<file path="src/rtl/piso_tx_sched.sv">
// -----------------------------------------------------------------------------
// piso_tx_sched
//
// Two-requester round-robin scheduler placed in front of a WIDTH-bit piso_dff.
// A winning word is captured and presented on piso_data together with a
// one-cycle piso_load strobe. The scheduler then times the WIDTH-cycle serial
// frame (frame_active), pulses done once the last bit has left, and inserts
// GAP_CYCLES idle cycles before the next request can be accepted.
//
// Ports:
//   clk          : rising-edge clock
//   rst          : synchronous reset, active low
//   req0 / req1  : request from source 0 / 1
//   data0 / data1: parallel word of source 0 / 1
//   gnt0 / gnt1  : one-cycle grant pulse, word has been captured
//   piso_load    : load strobe to piso_dff
//   piso_data    : parallel word to piso_dff
//   frame_active : high while serial_out carries frame bits
//   grant_id     : owner of the current or last frame
//   done         : one-cycle pulse after the last frame bit
//   o_dbg_state  : current FSM state (debug observation)
//
// Handshake: a source raises reqN and holds dataN stable until it sees gntN
// high; it drops reqN in that same cycle. gntN means dataN was captured at the
// edge that raised gntN. Requests are only sampled in IDLE; a request raised
// while a frame is loading, shifting or in its gap simply waits until IDLE.
//
// Timing from the sampling edge t (IDLE, any req high):
//   cycle t+1            : LOAD, piso_load=1, gnt pulse
//   cycles t+2..t+1+WIDTH: SHIFT, frame_active=1
//   cycle t+2+WIDTH      : done=1 (GAP, or IDLE when GAP_CYCLES=0)
// -----------------------------------------------------------------------------
module piso_tx_sched #(
  parameter int WIDTH      = 4,
  parameter int GAP_CYCLES = 1
) (
  input  logic             clk,
  input  logic             rst,
  input  logic             req0,
  input  logic [WIDTH-1:0] data0,
  input  logic             req1,
  input  logic [WIDTH-1:0] data1,
  output logic             gnt0,
  output logic             gnt1,
  output logic             piso_load,
  output logic [WIDTH-1:0] piso_data,
  output logic             frame_active,
  output logic             grant_id,
  output logic             done,
  output logic [1:0]       o_dbg_state
);

  localparam int CW = (WIDTH > 1) ? $clog2(WIDTH) : 1;
  localparam logic [CW-1:0] CNT_LAST = CW'(WIDTH - 1);
  localparam bit            HAS_GAP  = (GAP_CYCLES > 0);
  localparam logic [3:0]    GAP_LAST = 4'((GAP_CYCLES > 0) ? (GAP_CYCLES - 1) : 0);

  typedef enum logic [1:0] {
    ST_IDLE  = 2'd0,
    ST_LOAD  = 2'd1,
    ST_SHIFT = 2'd2,
    ST_GAP   = 2'd3
  } state_t;

  state_t           r_state;
  state_t           w_state_nxt;

  logic             r_gnt0, r_gnt1, r_load, r_fa, r_done, r_id, r_last_id;
  logic [WIDTH-1:0] r_data;
  logic [CW-1:0]    r_cnt;
  logic [3:0]       r_gap;

  logic             w_gnt0_nxt, w_gnt1_nxt, w_load_nxt, w_fa_nxt, w_done_nxt;
  logic             w_id_nxt, w_last_id_nxt, w_win;
  logic [WIDTH-1:0] w_data_nxt;
  logic [CW-1:0]    w_cnt_nxt;
  logic [3:0]       w_gap_nxt;

  // State register
  always_ff @(posedge clk) begin
    if (!rst) begin
      r_state <= ST_IDLE;
    end else begin
      r_state <= w_state_nxt;
    end
  end

  // Next-state and next-output logic
  always_comb begin
    w_state_nxt   = r_state;
    w_gnt0_nxt    = 1'b0;
    w_gnt1_nxt    = 1'b0;
    w_load_nxt    = 1'b0;
    w_fa_nxt      = 1'b0;
    w_done_nxt    = 1'b0;
    w_id_nxt      = r_id;
    w_last_id_nxt = r_last_id;
    w_data_nxt    = r_data;
    w_cnt_nxt     = r_cnt;
    w_gap_nxt     = r_gap;
    w_win         = 1'b0;

    case (r_state)
      ST_IDLE: begin
        if (req0 || req1) begin
          // On a tie the source that did not win the last tie goes next;
          // a lone request wins outright and leaves the pointer untouched.
          if (req0 && req1) begin
            w_win         = ~r_last_id;
            w_last_id_nxt = ~r_last_id;
          end else begin
            w_win = req1;
          end
          w_data_nxt  = w_win ? data1 : data0;
          w_id_nxt    = w_win;
          w_gnt0_nxt  = ~w_win;
          w_gnt1_nxt  = w_win;
          w_load_nxt  = 1'b1;
          w_state_nxt = ST_LOAD;
        end
      end

      ST_LOAD: begin
        w_cnt_nxt   = '0;
        w_fa_nxt    = 1'b1;
        w_state_nxt = ST_SHIFT;
      end

      ST_SHIFT: begin
        if (r_cnt == CNT_LAST) begin
          w_done_nxt  = 1'b1;
          w_gap_nxt   = '0;
          w_state_nxt = HAS_GAP ? ST_GAP : ST_IDLE;
        end else begin
          w_cnt_nxt = r_cnt + CW'(1);
          w_fa_nxt  = 1'b1;
        end
      end

      ST_GAP: begin
        if (r_gap == GAP_LAST) begin
          w_state_nxt = ST_IDLE;
        end else begin
          w_gap_nxt = r_gap + 4'd1;
        end
      end

      default: begin
        w_state_nxt = ST_IDLE;
      end
    endcase
  end

  // Registered outputs and datapath
  always_ff @(posedge clk) begin
    if (!rst) begin
      r_gnt0    <= 1'b0;
      r_gnt1    <= 1'b0;
      r_load    <= 1'b0;
      r_fa      <= 1'b0;
      r_done    <= 1'b0;
      r_id      <= 1'b0;
      r_last_id <= 1'b1;
      r_data    <= '0;
      r_cnt     <= '0;
      r_gap     <= '0;
    end else begin
      r_gnt0    <= w_gnt0_nxt;
      r_gnt1    <= w_gnt1_nxt;
      r_load    <= w_load_nxt;
      r_fa      <= w_fa_nxt;
      r_done    <= w_done_nxt;
      r_id      <= w_id_nxt;
      r_last_id <= w_last_id_nxt;
      r_data    <= w_data_nxt;
      r_cnt     <= w_cnt_nxt;
      r_gap     <= w_gap_nxt;
    end
  end

  assign gnt0         = r_gnt0;
  assign gnt1         = r_gnt1;
  assign piso_load    = r_load;
  assign piso_data    = r_data;
  assign frame_active = r_fa;
  assign grant_id     = r_id;
  assign done         = r_done;
  assign o_dbg_state  = r_state;

endmodule

</file>
<file path="config.mk">
export PLATFORM = sky130hd
export DESIGN_NAME = piso_tx_sched
export DESIGN_NICKNAME = d
export VERILOG_FILES = /design/src/rtl/piso_tx_sched.sv
export SDC_FILE = /design/constraint.sdc
export NUM_CORES = 1
export LEC_CHECK = 0
export CORE_UTILIZATION = 47
export DETAILED_ROUTE_END_ITERATION = 10
export PLACE_DENSITY_LB_ADDON = 0.25
export SETUP_SLACK_MARGIN = 0.05
export SLEW_MARGIN = 20
export SYNTH_ARGS = -nofsm -noshare
export SYNTH_HDL_FRONTEND = slang
export SYNTH_SLANG_ARGS = --single-unit
</file>
<file path="constraint.sdc">
create_clock -name clk -period 2.15 [get_ports clk]
set_clock_uncertainty 0.15 [all_clocks]
set_input_delay 0.43 -clock clk [delete_from_list [all_inputs] [get_ports clk]]
set_output_delay 0.43 -clock clk [all_outputs]
set_load 0.005 [all_outputs]
</file>
==> impl_metrics.env, run 1 <==
export IMPL_crit_required_ns=1.57
export IMPL_post_cts_buffers=0
export IMPL_finalHoldViolCount=0
export IMPL_initial_utilization=0.528
export IMPL_internal_power_mw=0.737
export IMPL_syn_avg_cell_area_sq_um=9.23
export IMPL_yosysTopAreaCell="dfxtp_1"
export IMPL_synthCells=103
export IMPL_grt_pass1_wl_microns=2780
export IMPL_drcViolationCount=0
export IMPL_r2r_start="o_dbg_state[0]"
export IMPL_grt_max_degree=24
export IMPL_yosys_top_cells_area="dfxtp_1, ha_1, mux2i_1"
export IMPL_p_comb_frac=0.405
export IMPL_ctsHoldBuffers=0
export IMPL_clkLatencyLatePin_ns=0.29
export IMPL_crit_path_top_delay_cell="clkdlybuf4s50_1"
export IMPL_powerDensity_nw_per_um2=890
export IMPL_final_max_slew_viol_count=0
export IMPL_drv_cap=0
export IMPL_utilization=0.681
export IMPL_status="completed"
export IMPL_path_clk_slew_ns=0.10
export IMPL_drtAntennaViolNets=0
export IMPL_grtUsageTotal=0.178
export IMPL_detail_route_wl_per_cell_microns=11.4
export IMPL_nets=149
export IMPL_fp_coreArea_sq_um=1800
export IMPL_vias_per_cell=5.10
export IMPL_crit_path_start_kind="register"
export IMPL_cp_cell_sequence="clkdlybuf4s50_1"
export IMPL_ys_types=30
export IMPL_multi_input_area_sq_um=520
export IMPL_design_area_sq_um=1230
export IMPL_syn_nets=123
export IMPL_placed_cell_area_sq_um=1200
export IMPL_ys_seq_elements=19
export IMPL_rsz0062_at_grt="no"
export IMPL_synthFlopType="dfxtp_1"
export IMPL_grt_overflow=0
export IMPL_diodes=0
export IMPL_die_height_microns=47.0
export IMPL_cts_resized=0
export IMPL_hold_class="register to register"
export IMPL_num_vias=781
export IMPL_timing_fmax_ghz=0.549
export IMPL_numCtsBuffers=3
export IMPL_finalCritPeriodShare=0.848
export IMPL_worst_path_stages=1
export IMPL_cp_data_arrival_time_ns=1.24
export IMPL_r2r_setup_slack_ns=0.42
export IMPL_synth_edf_count=0
export IMPL_switchingPower_mw=0.355
export IMPL_fillCellCount=156
export IMPL_critical_path_top_delay_family="buffers and inverters"
export IMPL_setup_tns_ns=0
export IMPL_synth_top_area_frac=0.400
export IMPL_min_period_ns=1.82
export IMPL_htree_levels=1
export IMPL_yosys_warnings=0
export IMPL_grt_antenna_before_repair=0
export IMPL_setup_viol=0
export IMPL_routed_wl_microns=1750
export IMPL_grt_pass1_vias=669
export IMPL_worstSetupPathType="register to output pin"
export IMPL_peakVddDrop_mv=0.592
export IMPL_clock_sinks=19
export IMPL_slowest_delay_ns=0.54
export IMPL_syn_area_sq_um=951
export IMPL_end_kind="output pin"
export IMPL_portBuffers=23
export IMPL_setup_worst_path_start="o_dbg_state[0]"
export IMPL_crit_path_end="o_dbg_state[0]"
export IMPL_hold_depth=2
export IMPL_hpwlAfterDp_microns=1390
export IMPL_cts_root_buf="clkbuf_4"
export IMPL_max_slew_worst_pin_slew_ns=0.355
export IMPL_gp_congestion=0.755
export IMPL_p_leak_nw=0.493
export IMPL_sequentialPowerShare=0.434
export IMPL_drtPass1Iterations=4
export IMPL_cts_tree="yes"
export IMPL_crit_fanout=5
export IMPL_drt_initial_drc_count=7
export IMPL_max_clock_path_buffers=2
export IMPL_r2r_end="o_dbg_state[1]"
export IMPL_ys_seq_area_frac=0.400
export IMPL_async_flop_share=0
export IMPL_power_frac_clock=0.161
export IMPL_rows=15
export IMPL_swShare=0.325
export IMPL_dieArea_sq_um=2210
export IMPL_register_area_sq_um=380
export IMPL_die_width_microns=47.0
export IMPL_max_slew_margin=0.762
export IMPL_drive_gt1_frac=0.0938
export IMPL_cp_num_buf_inv=1
export IMPL_io_pins=24
export IMPL_reg2reg_depth=5
export IMPL_area_delta_synth_final_pct=28.9
==> layer usage <==
| metal | track usage | wire, microns | up-vias |
|---|---|---|---|
| met4 | 0.0686 | 12 | 0 |
| met1 | 0.238 | 820 | 368 |
| met2 | 0.289 | 875 | 10 |
| met3 | 0.0269 | 38 | 2 |
| li1 | - | - | 401 |
| met5 | 0 | 0 | - |
==> cell usage after synthesis (2+ instances only) <==
library cell,n
dfxtp_1,19
nand2_1,12
a21oi_1,9
ha_1,8
mux2i_1,7
o21ai_1,7
inv_1,6
nand3_1,4
nor2_1,4
nor2b_1,3
and3_1,2
nand2b_1,2
nor2_2,2
o32ai_1,2
==> cell families (layout without fill, tap and decap cells) <==
family / after synthesis / after routing / synth area share
AND/OR/NAND/NOR: 35 / 35 / 0.189
XOR/XNOR: 1 / 1 / 0.00921
adder cells (fa/ha/maj): 8 / 8 / 0.105
flip-flops: 19 / 19 / 0.400
multiplexers: 7 / 7 / 0.0737
buffers and inverters: 10 / 35 / 0.0526
AO/OA/AOI/OAI: 23 / 23 / 0.170
==> power groups by stage <==
stage | registers [mW] | logic, mW | clock network (mW)
final | 0.474 | 0.442 | 0.176
after global routing | 0.482 | 0.499 | 0.196
after CTS | 0.475 | 0.448 | 0.182
after detailed placement | 0.482 | 0.447 | 0
after global placement | 0.479 | 0.435 | 0
after floorplan | 0.482 | 0.254 | 0
==> registers in the layout, indices dropped and copies added (netlist names) <==
name	cells
grant_id	1
r_gap	4
done	1
piso_data	4
r_cnt	2
frame_active	1
gnt1	1
o_dbg_state	2
r_last_id	1
piso_load	1
gnt0	1
==> final cells by class <==
class | instances | area share
Sequential cell | 19 | 0.310
Inverter | 6 | 0.0184
Timing Repair Buffer | 25 | 0.200
Clock buffer | 4 | 0.0214
Tap cell | 25 | 0.0255
Multi-Input combinational cell | 74 | 0.424
==> worst register-to-register path, stage by stage, from the launching register on <==
cell      delay [ns]
dfxtp_1         0.42
inv_1           0.10
ha_1            0.27
and2b_2         0.27
a221oi_4        0.24
mux2i_1         0.22
==> cell usage in the layout, fill, tap and decap left out, drive strengths merged, types with 2 or more instances in the layout <==
| cell | Yosys | layout |
|---|---|---|
| dfxtp | 19 | 19 |
| clkbuf | 1 | 4 |
| nand2 | 13 | 13 |
| a21oi | 9 | 9 |
| mux2i | 7 | 7 |
| nand2b | 2 | 2 |
| o32ai | 2 | 2 |
| nor2 | 6 | 6 |
| inv | 6 | 6 |
| buf | 3 | 2 |
| ha | 8 | 8 |
| nand3 | 4 | 4 |
| nor2b | 4 | 4 |
| and3 | 2 | 2 |
| clkdlybuf4s50 | 0 | 23 |
| o21ai | 8 | 8 |
==> worst min-delay path by stage <==
| stage | from | to | slack [ns] |
|---|---|---|---|
| finish | r_gap[1] | r_gap[1] | 0.38 |
| CTS | o_dbg_state[0] | o_dbg_state[0] | 0.38 |
| global placement | r_gap[1] | r_gap[1] | 0.35 |
| global route | o_dbg_state[0] | o_dbg_state[0] | 0.40 |
| detailed placement | o_dbg_state[0] | o_dbg_state[0] | 0.36 |
| floorplan | r_gap[1] | r_gap[1] | 0.33 |
==> stage by stage <==
stage,total power [mW],hold slack [ns],std cells,setup WS (ns)
4_1_cts,1.11,0.378,153,0.312
6_report,1.09,0.376,153,0.328
2_1_floorplan,0.735,0.328,103,0.560
3_5_place_dp,0.929,0.363,149,0.242
5_1_grt,1.18,0.400,153,0.271
3_3_place_gp,0.914,0.351,149,0.305
Note: power is estimated with default switching activity, not from simulation.
==> run 2, diff against run 1 <==
CORE_UTILIZATION = 42   (was 47)
clock period = 1.5 ns   (was 2.15 ns; I/O delays follow)
==> impl_metrics.env, run 2 (synthesized netlist as in run 1, its figures left out) <==
export IMPL_critical_path_top_delay_family="flip-flops"
export IMPL_grt_antenna_before_repair=0
export IMPL_dieArea_sq_um=2460
export IMPL_wirelength_met1_microns=1040
export IMPL_drt_initial_drc_count=19
export IMPL_max_slew_worst_pin_slew_ns=0.283
export IMPL_finalCritPeriodShare=1.06
export IMPL_clkLatencyLatePin_ns=0.30
export IMPL_setup_slack_ns=-0.0953
export IMPL_end_kind="register"
export IMPL_rows=16
export IMPL_hpwlAfterDp_microns=1390
export IMPL_fp_coreArea_sq_um=2040
export IMPL_max_slew_margin=0.811
export IMPL_cp_num_buf_inv=2
export IMPL_wl_met3_microns=65
export IMPL_htree_levels=1
export IMPL_crit_path_top_delay_cell="dfxtp_2"
export IMPL_worstSetupPathType="register to register"
export IMPL_rsz0062_at_grt="yes"
export IMPL_num_vias=861
export IMPL_setup_viol=4
export IMPL_cts_tree="yes"
export IMPL_p_leak_nw=0.647
export IMPL_io_pins=24
export IMPL_crit_path_start_kind="register"
export IMPL_final_max_slew_viol_count=0
export IMPL_failed_checks="negative setup slack"
export IMPL_ctsHoldBuffers=0
export IMPL_drcViolationCount=0
export IMPL_multi_input_area_sq_um=601
export IMPL_crit_required_ns=1.58
export IMPL_vias_per_cell=5.04
export IMPL_max_clock_path_buffers=2
export IMPL_fillCellCount=163
export IMPL_routed_wl_microns=2270
export IMPL_top_layer="met4"
export IMPL_fin_worst_hold_slack_ns=0.375
export IMPL_clock_sinks=19
export IMPL_die_width_microns=49.6
export IMPL_grtUsageTotal=0.170
export IMPL_peakVddDrop_mv=1.10
export IMPL_slowest_delay_ns=0.35
export IMPL_path_clk_slew_ns=0.11
export IMPL_gp_congestion=0.746
export IMPL_area_delta_synth_final_pct=53.2
export IMPL_detail_route_wl_per_cell_microns=13.3
export IMPL_status="finished, violations left"
export IMPL_drive_gt1_frac=0.347
export IMPL_min_period_ns=1.60
export IMPL_drv_cap=0
export IMPL_grt_max_degree=24
export IMPL_setup_tns_ns=-0.272
export IMPL_hold_class="register to register"
export IMPL_crit_fanout=5
export IMPL_routed_wl_met2_microns=1160
export IMPL_nets=165
export IMPL_finalHoldViolCount=0
export IMPL_register_area_sq_um=389
export IMPL_initial_utilization=0.466
export IMPL_cp_cell_sequence="buf_6, inv_4, ha_4, and2b_2, a221oi_4, mux2i_1"
export IMPL_grt_overflow=0
export IMPL_final_cell_mix="dfxtp_1, buf_4, nand2_1, clkdlybuf4s50_1, dlygate4sd2_1"
export IMPL_cp_data_arrival_time_ns=1.67
export IMPL_cts_root_buf="clkbuf_4"
export IMPL_grt_pass1_vias=784
export IMPL_grt_pass1_wl_microns=3310
export IMPL_numCtsBuffers=3
export IMPL_powerDensity_nw_per_um2=1330
export IMPL_drtPass1Iterations=4
export IMPL_drtAntennaViolNets=0
export IMPL_die_height_microns=49.6
export IMPL_portBuffers=23
export IMPL_diodes=0
export IMPL_timing_fmax_ghz=0.627
## run 2: changes by cell type in the layout (fill, tap and decap cells not counted), moves of 3 or more
| cell | delta |
|---|---|
| ha_1 | -3 |
| clkdlybuf4s50_1 | -12 |
| dfxtp_1 | -7 |
| dlygate4sd2_1 | +10 |
| buf_6 | +6 |
| buf_4 | +10 |
| dfxtp_2 | +7 |
## run 2: worst reg2reg max path, delay by kind of cell, from the launching register on
| family | cells | cell delay (ns) |
|---|---|---|
| AOI/OAI and AO/OA | 1 | 0.24 |
| adders and majority gates | 1 | 0.17 |
| buffers and inverters | 2 | 0.14 |
| DFF | 1 | 0.35 |
| muxes | 1 | 0.24 |
| and+or+nand+nor | 1 | 0.23 |
## run 2: timing repair
action                                  4_1_cts  5_1_grt
endpoints found under the setup margin       22       19
pin swaps                                     2        4
cloned                                        0        0
setup buffers                                 8        3
resized for setup                            30       15
## run 2: power breakdown
| group | internal (mW) | total (mW) | switching (mW) |
|---|---|---|---|
| clock network | 0.0994 | 0.263 | 0.164 |
| registers | 0.622 | 0.678 | 0.0565 |
| logic | 0.554 | 0.998 | 0.444 |
| total | 1.28 | 1.94 | 0.664 |
## run 2: path summary, 6_finish.rpt
path | startpoint | endpoint | slack, ns | cells after the start
setup / recovery | o_dbg_state[0] | o_dbg_state[1] | -0.1 | 6
hold / removal | piso_data[0] | piso_data[0] | 0.37 | 2
setup reg to reg | o_dbg_state[0] | o_dbg_state[1] | -0.1 | 6
hold reg to reg | piso_data[0] | piso_data[0] | 0.37 | 2
## run 2: routing by layer
layer / up-vias / track usage
li1: 440 / -
met4: 0 / 0.0429
met3: 2 / 0.0278
met1: 404 / 0.208
met2: 15 / 0.306
met5: - / 0
## run 2: area by class of cell
type	instances	share of cell area
clock inverter	1	0.00344
inverter	6	0.0172
clock buffer	3	0.0155
timing repair buffer	41	0.261
tap	27	0.0232
multi-input combinational	74	0.412
sequential	19	0.267
## run 2: through the flow
step / worst slack [ns] / total power, mW / cells / utilization / area, sq um
6_report: -0.0953 / 1.94 / 171 / 0.713 / 1460
5_1_grt: -0.127 / 2.04 / 171 / 0.713 / 1460
4_1_cts: -0.0476 / 1.77 / 168 / 0.672 / 1370
3_5_place_dp: -0.269 / 1.38 / 156 / 0.615 / 1260
3_3_place_gp: -0.226 / 1.36 / 156 / 0.615 / 1260
2_1_floorplan: 0.0315 / 1.06 / 103 / - / 955
==> run 3, diff against run 2 <==
CORE_UTILIZATION = 47   (was 42)
clock period = 1.8 ns   (was 1.5 ns; I/O delays follow)
==> impl_metrics.env, run 3 (synthesized netlist as in run 1, its figures left out) <==
export IMPL_status="completed"
export IMPL_die_width_microns=47.0
export IMPL_die_height_microns=47.0
export IMPL_r2r_start="o_dbg_state[0]"
export IMPL_drv_cap=0
export IMPL_finalHoldViolCount=0
export IMPL_max_clock_path_buffers=2
export IMPL_cp_num_buf_inv=1
export IMPL_detail_route_wl_per_cell_microns=11.9
export IMPL_end_kind="output pin"
export IMPL_htree_levels=1
export IMPL_portBuffers=23
export IMPL_grtUsageTotal=0.187
export IMPL_clock_sinks=19
export IMPL_area_delta_synth_final_pct=30.7
export IMPL_drcViolationCount=0
export IMPL_rsz0062_at_grt="no"
export IMPL_grt_max_degree=24
export IMPL_cp_cell_sequence="clkdlybuf4s50_1"
export IMPL_dieArea_sq_um=2210
export IMPL_final_cell_mix="clkdlybuf4s50_1, dfxtp_1, nand2_1, a21oi_1, ha_1"
export IMPL_powerDensity_nw_per_um2=1080
export IMPL_grt_pass1_vias=704
export IMPL_initial_utilization=0.528
export IMPL_crit_path_start_kind="register"
export IMPL_numCtsBuffers=3
export IMPL_max_slew_margin=0.732
export IMPL_clkLatencyLatePin_ns=0.30
export IMPL_routed_wl_microns=1840
export IMPL_hold_depth=2
export IMPL_ctsHoldBuffers=0
export IMPL_post_cts_buffers=0
export IMPL_utilization=0.690
export IMPL_hold_end="o_dbg_state[1]"
export IMPL_hold_start="o_dbg_state[1]"
export IMPL_peakVddDrop_mv=0.662
export IMPL_io_pins=24
export IMPL_crit_path_top_delay_cell="clkdlybuf4s50_1"
export IMPL_fin_worst_hold_slack_ns=0.361
export IMPL_nets=151
export IMPL_critical_path_top_delay_family="buffers and inverters"
export IMPL_drtAntennaViolNets=0
export IMPL_gp_congestion=0.718
export IMPL_reg2reg_depth=5
export IMPL_crit_fanout=2
export IMPL_cts_tree="yes"
export IMPL_worstSetupPathType="register to output pin"
export IMPL_diodes=0
export IMPL_hold_class="register to register"
export IMPL_grt_overflow=0
export IMPL_grt_antenna_before_repair=0
export IMPL_drt_initial_drc_count=20
export IMPL_p_leak_nw=0.506
export IMPL_r2r_end="o_dbg_state[1]"
export IMPL_fp_coreArea_sq_um=1800
export IMPL_finalPower_mw=1.34
export IMPL_max_slew_worst_pin_slew_ns=0.402
export IMPL_cts_resized=3
export IMPL_grt_pass1_wl_microns=2900
export IMPL_slowest_delay_ns=0.53
export IMPL_layout_commonest_cell="clkdlybuf4s50_1"
export IMPL_crit_required_ns=1.29
export IMPL_finalCritPeriodShare=0.942
export IMPL_cp_data_arrival_time_ns=1.18
export IMPL_hpwlAfterDp_microns=1430
export IMPL_cts_root_buf="clkbuf_4"
export IMPL_dp_cells=151
export IMPL_vias_per_cell=5.14
export IMPL_drtPass1Iterations=4
export IMPL_r2r_setup_slack_ns=0.17
export IMPL_num_vias=796
export IMPL_rows=15
export IMPL_setup_viol=0
export IMPL_final_max_slew_viol_count=0
export IMPL_fin_cells=155
export IMPL_timing_fmax_ghz=0.590
export IMPL_min_period_ns=1.69
export IMPL_drive_gt1_frac=0.123
export IMPL_fillCellCount=171
export IMPL_setup_tns_ns=0
export IMPL_path_clk_slew_ns=0.11
run 3: changes by cell type in the layout (fill, tap and decap cells not counted), sizes merged:
cell and change:
dlygate4sd2 -9, clkdlybuf4s50 +11, clkinv -1, buf -15
run 3: per-stage QoR:
stage               instance area [sq um]  worst slack, ns
finish                               1240            0.105
global route                         1240           0.0644
CTS                                  1240           0.0974
detailed placement                   1210           0.0245
global placement                     1210          0.00452
floorplan                             951            0.210
run 3: worst max-delay path by stage:
| stage | from | slack, ns | end | depth (start not counted) |
|---|---|---|---|---|
| after detailed placement | req1 | 0.02 | piso_data[2] | 4 |
| after CTS | o_dbg_state[1] | 0.1 | o_dbg_state[1] | 1 |
| after global placement | req1 | 0.005 | piso_data[3] | 4 |
| after global routing | o_dbg_state[1] | 0.06 | o_dbg_state[1] | 1 |
| after floorplan | o_dbg_state[0] | 0.21 | o_dbg_state[0] | 5 |
| final | piso_data[1] | 0.11 | piso_data[1] | 1 |
run 3: layer usage:
metal  vias to the layer above  track usage  share of wire  routed length [microns]
li1                        409            -              -                        -
met3                         4       0.0462          0.034                       63
met5                         -            0              0                        0
met1                       369        0.241           0.47                      865
met4                         0       0.0686          0.012                       23
met2                        14        0.303           0.48                      889
run 3: final cells by class:
cell class / count / area, sq um / share of cell area
Timing Repair Buffer: 27 / 259 / 0.208
Inverter: 6 / 22.5 / 0.0181
Multi-Input combinational cell: 74 / 520 / 0.419
Tap cell: 25 / 31.3 / 0.0252
Clock buffer: 4 / 26.3 / 0.0211
Sequential cell: 19 / 383 / 0.308
run 3: worst min-delay path: cells and delay by family, from the launching register on:
kind,cells,cell delay [ns]
and+or+nand+nor,1,0.06
DFF,1,0.36
muxes,1,0.06
run 3: report_power, final:
part / switching, mW / total, mW / leakage [nW] / internal (mW)
Combinational: 0.258 / 0.562 / 0.335 / 0.304
Clock: 0.133 / 0.220 / 0.0150 / 0.0863
Sequential: 0.0489 / 0.560 / 0.156 / 0.511
Total: 0.440 / 1.34 / 0.506 / 0.901
